<file path="config.mk">
export PLATFORM = sky130hd
export DESIGN_NAME = switch_encoder
export DESIGN_NICKNAME = d
export VERILOG_FILES = /design/src/rtl/switch_encoder.sv
export SDC_FILE = /design/constraint.sdc
export NUM_CORES = 1
export LEC_CHECK = 0
export BUFFER_PORTS_ARGS = -buffer_cell sky130_fd_sc_hd__buf_4
export CORE_AREA = 2 2 39 41
export CTS_CLUSTER_SIZE = 12
export DETAILED_ROUTE_END_ITERATION = 6
export DIE_AREA = 0 0 41 43
export HOLD_SLACK_MARGIN = 0.12
export PLACE_DENSITY = 0.62
export SLEW_MARGIN = 20
export SYNTH_ARGS = -nofsm -noshare
export SYNTH_HDL_FRONTEND = slang
export SYNTH_SLANG_ARGS = --single-unit
</file>
<file path="constraint.sdc">
create_clock -name CLK -period 3.1 [get_ports CLK]
set_input_delay 0.31 -clock CLK [delete_from_list [all_inputs] [get_ports CLK]]
set_output_delay 0.31 -clock CLK [all_outputs]
set_load 0.03 [all_outputs]
</file>
<file path="src/rtl/switch_encoder.sv">
// switch_encoder
//   Turns four raw push-button levels into a 2-bit selection code plus a
//   one-cycle VALID strobe. Each button is synchronised (two flops),
//   optionally debounced, and edge-detected. An accept FSM then registers
//   exactly one code per press. The encoding is D1=00, D2=01, D3=10, D4=11.
//   When several buttons rise together, the lowest index wins.
//
// Build option:
//   SWITCH_ENCODER_DEBOUNCE_EN  When defined, per-input debounce counters are
//                               built. When undefined, the clean level is the
//                               synchronised level, and DB_CYCLES and CNT_W
//                               have no effect.
//
// Parameters:
//   DB_CYCLES  consecutive differing synchronised samples needed before a
//              clean level changes (legal range 1..2**CNT_W)
//   CNT_W      width of each debounce counter
//
// Ports:
//   CLK    system clock, rising edge
//   RST    synchronous active-high reset
//   D1..D4 raw button levels (asynchronous to CLK, active-high)
//   SEL    code of the last accepted press
//   VALID  one-cycle pulse when SEL takes a newly accepted code
//   MULTI  one-cycle pulse with VALID when more than one clean level is high
//   HELD   OR of the four clean levels
module switch_encoder #(
  parameter int DB_CYCLES = 16,
  parameter int CNT_W     = 5
) (
  input  logic       CLK,
  input  logic       RST,
  input  logic       D1,
  input  logic       D2,
  input  logic       D3,
  input  logic       D4,
  output logic [1:0] SEL,
  output logic       VALID,
  output logic       MULTI,
  output logic       HELD
);

  // Elaboration-time guard on the debounce parameters.
  if (DB_CYCLES < 1 || DB_CYCLES > (1 << CNT_W)) begin : g_bad_params
    $error("switch_encoder: DB_CYCLES out of range for CNT_W");
  end

  typedef enum logic {
    ST_IDLE,
    ST_PRESSED
  } state_t;

  logic [3:0] raw;
  logic [3:0] meta_reg;
  logic [3:0] sync_reg;
  logic [3:0] clean;
  logic [3:0] clean_d_reg;
  logic [3:0] rise;

  assign raw = {D4, D3, D2, D1};

  // Two-flop synchroniser and the delayed clean copy used for edge detect.
  always_ff @(posedge CLK) begin
    if (RST) begin
      meta_reg    <= '0;
      sync_reg    <= '0;
      clean_d_reg <= '0;
    end else begin
      meta_reg    <= raw;
      sync_reg    <= meta_reg;
      clean_d_reg <= clean;
    end
  end

  genvar gi;
  generate
    for (gi = 0; gi < 4; gi++) begin : g_input
`ifdef SWITCH_ENCODER_DEBOUNCE_EN
      localparam logic [CNT_W-1:0] CNT_MAX = CNT_W'(DB_CYCLES - 1);

      logic [CNT_W-1:0] cnt_reg;
      logic             clean_reg;

      // The counter only runs while the synchronised sample disagrees with
      // the clean level. Any agreeing sample restarts the count, so a glitch
      // shorter than DB_CYCLES samples leaves the clean level untouched.
      always_ff @(posedge CLK) begin
        if (RST) begin
          cnt_reg   <= '0;
          clean_reg <= 1'b0;
        end else if (sync_reg[gi] == clean_reg) begin
          cnt_reg <= '0;
        end else if (cnt_reg == CNT_MAX) begin
          clean_reg <= sync_reg[gi];
          cnt_reg   <= '0;
        end else begin
          cnt_reg <= cnt_reg + 1'b1;
        end
      end

      assign clean[gi] = clean_reg;
`else
      assign clean[gi] = sync_reg[gi];
`endif
    end
  endgenerate

  assign rise = clean & ~clean_d_reg;
  assign HELD = |clean;

  // Priority encode the rising inputs. The loop scans downward, so the
  // lowest index rising input is the one left in win_code.
  logic [1:0] win_code;
  always_comb begin
    win_code = 2'd0;
    for (int i = 3; i >= 0; i--) begin
      if (rise[i]) win_code = 2'(i);
    end
  end

  // More than one clean level is high exactly when clearing the lowest set
  // bit still leaves a non-zero value.
  logic multi_now;
  assign multi_now = (clean & (clean - 4'd1)) != 4'd0;

  state_t     state_reg;
  logic [1:0] sel_reg;
  logic       valid_reg;
  logic       multi_reg;

  always_ff @(posedge CLK) begin
    if (RST) begin
      state_reg <= ST_IDLE;
      sel_reg   <= 2'd0;
      valid_reg <= 1'b0;
      multi_reg <= 1'b0;
    end else begin
      valid_reg <= 1'b0;
      multi_reg <= 1'b0;
      case (state_reg)
        ST_IDLE: begin
          if (|rise) begin
            sel_reg   <= win_code;
            valid_reg <= 1'b1;
            multi_reg <= multi_now;
            state_reg <= ST_PRESSED;
          end
        end
        ST_PRESSED: begin
          // Further rises are ignored until every button is released.
          if (clean == 4'd0) state_reg <= ST_IDLE;
        end
        default: state_reg <= ST_IDLE;
      endcase
    end
  end

  assign SEL   = sel_reg;
  assign VALID = valid_reg;
  assign MULTI = multi_reg;

endmodule

</file>
==> impl_metrics.csv <==
group,metric,value,unit
clock_tree,cts_buffer_depth,2,
drt,post-route-drc-count,0,
yosys,ys_async_sr_fraction,0,%
clock_tree,cts_resized,0,
clock_tree,insertion_delay,0.29,ns
floorplanning,io_pins,11,
yosys,synth_fp_nets,60,
sta,hold_ws,0.217,ns
final_layout,final_cells,83,
floorplanning,chipHeight,43,um
sta,timing.final.ws_setup,1.58,ns
sta,rsz0062_at_grt,"false",
worst_setup_path,rr_startpoint,"clean[3]",
clock_tree,clk_pin_slew,0.10,ns
floorplanning,core_area,1380,um^2
clock_tree,cts.sinks,17,
worst_setup_path,crit_chain,"nor3_1 > nand2b_1 > buf_4",
yosys,netlist_area,582,um^2
worst_setup_path,start_kind,"register",
global_route,grt_use_total,11.0,%
power,power.density,569,nW/um^2
sta,final.period_utilization,49.0,%
yosys,synth_ff_type,"dfxtp_1",
final_layout,final_util,50.6,%
worst_setup_path,cp-startpoint,"clean[2]",
clock_tree,cts_tree,"yes",
drt,drtPass1Iterations,1,
global_route,grt_max_degree,18,
yosys,yosysWarningCount,0,
clock_tree,clockRootBuffer,"clkbuf_4",
job,maxCapViolations,0,
worst_setup_path,slowest_delay,0.35,ns
sta,clock_skew,0.00658,ns
place,io_buffers,10,
yosys,synth_edf_count,0,
worst_setup_path,path_max_fanout,5,
yosys,syn_area_per_cell,10.8,um^2
hold_path,hold_class,"primary input to register",
place,post-place-ws,1.82,ns
drt,wirelength,803,um
yosys,yosys.area.top_type,"dfxtp_1",
floorplanning,core.rowCount,14,
yosys,ys_types,20,
final_layout,fin_nets,74,
sta,slew_headroom,76.6,%
drt,num_vias,385,
power,power_leakage,0.290,nW
worst_setup_path,path_class,"register to output pin",
clock_tree,cts-hold-fix-buffers,0,
yosys,netlist.area_leader.share,58.5,%
power,peakVddDrop,0.265,mV
yosys,synth-seq-area-share,58.5,%
worst_setup_path,cp-end-kind,"output pin",
global_route,grt_overflow_total,0,
final_layout,antenna-diode-count,0,
floorplanning,die-area,1760,um^2
global_route,grt_pass1_vias,327,
hold_path,hp-start,"D2",
yosys,synth_area_leaders,"dfxtp_1 (58%), nor2b_1 (13%), o41ai_4 (4.7%), and2b_4 (3.4%), a21oi_1 (2.6%)",
clock_tree,h-tree-depth,1,
sta,period_needed,1.52,ns
clock_tree,post-cts-setup-buffer-count,0,
drt,post_drt_wl_per_cell,9.67,um
final_layout,drive_gt1_share,26.9,%
place,dp_hpwl,583,um
worst_setup_path,crit_required,2.79,ns
place,globalplace.congestion,0.684,
sta,finalHoldViolCount,0,
clock_tree,cts_inserted_buffers,3,
floorplanning,die_w,41,um
yosys,yosysMostFrequentCell,"dfxtp_1",
drt,drtIter0Drc,0,
sta,finalSetupViolCount,0,
sta,worst_slew_pin_slew,0.349,ns
global_route,grt_pass1_wl,1280,um
final_layout,filler_cell_count,146,
final_layout,area_delta_synth_final,20.4,%
floorplanning,initial_core_util,42.0,%
place,dp.cells,79,
sta,slew_viol_final,0,
drt,ant_nets,0,
worst_setup_path,cp_slowest_cell,"dfxtp_1",
yosys,synthTopCellsByCount,"dfxtp_1 (17), nor2b_1 (12), nor2_1 (4)",
drt,drt-vias-per-instance,4.64,
yosys,ys_seq_elements,17,
sta,timing.fmax,0.658,GHz
global_route,antenna_found_initial,0,
worst_setup_path,crit_arrival,1.21,ns
sta,fin_tns_setup,0,ns
outcome,outcome,"complete, no violations",
yosys,synthCells,54,
[kinds of logic (layout without fill, tap and decap cells)]
group	after synthesis	count (layout)	share of synthesized area [%]
AOI/OAI and AO/OA	6	6	9.46
adders and majority gates	1	1	1.72
buffers and inverters	3	16	1.93
DFF	17	17	58.5
and+or+nand+nor	27	27	28.4
[final cells by class]
class,instances,area [um^2],share of cell area (%)
Multi-Input combinational cell,34,230,32.9
Inverter,2,7.51,1.07
Tap cell,16,20.0,2.86
Clock inverter,1,5.00,0.714
Timing Repair Buffer,10,75.1,10.7
Clock buffer,3,22.5,3.21
Sequential cell,17,340,48.6
[worst max-delay path, delay by kind of cell (launching register included)]
family | cells | cell delay [ns]
simple gates | 2 | 0.39
buf+inv | 1 | 0.18
flops | 1 | 0.35
[through the flow]
step / area, um^2 / power [W]
final: 701 / 0.000399
after global routing: 701 / 0.000415
after CTS: 701 / 0.000401
after detailed placement: 673 / 0.000285
after global placement: 673 / 0.000284
after floorplan: 582 / 0.000269
[worst paths after layout]
| path | to | slack (ns) | depth (start not counted) |
|---|---|---|---|
| max | HELD | 1.58 | 3 |
| min | meta_reg[1] | 0.22 | 2 |
| max reg2reg | SEL[0] | 1.82 | 4 |
| min reg2reg | clean[3] | 0.44 | 1 |
[per-layer routing]
metal	global-route usage (%)	part of all wire (%)	vias up	routed length (um)
met4	6.00	2.4	0	19
met1	14.1	46	174	369
met5	0	0	-	0
li1	-	-	198	-
met2	15.9	45	11	365
met3	3.14	6.1	2	49
[power breakdown]
part           leakage (nW)  internal (W)  switching [W]
Sequential            0.140      0.000229     0.00000475
Clock                0.0177     0.0000480      0.0000712
Combinational         0.133     0.0000221      0.0000239
[cell usage in the layout, fill, tap and decap left out]
cell type,n
clkinv_2,1
nand2b_1,1
nand2_1,2
clkbuf_4,3
nor2_1,4
nor3_1,1
clkinv_1,1
nor2b_1,12
o41ai_4,1
or3_1,1
maj3_1,1
a211oi_1,1
nor4_1,1
inv_1,1
and2b_2,1
dfxtp_1,17
and2b_1,1
and2b_4,2
o21ai_0,1
a21oi_1,3
buf_4,10
or2b_1,1
(Power assumes the default switching activity.)
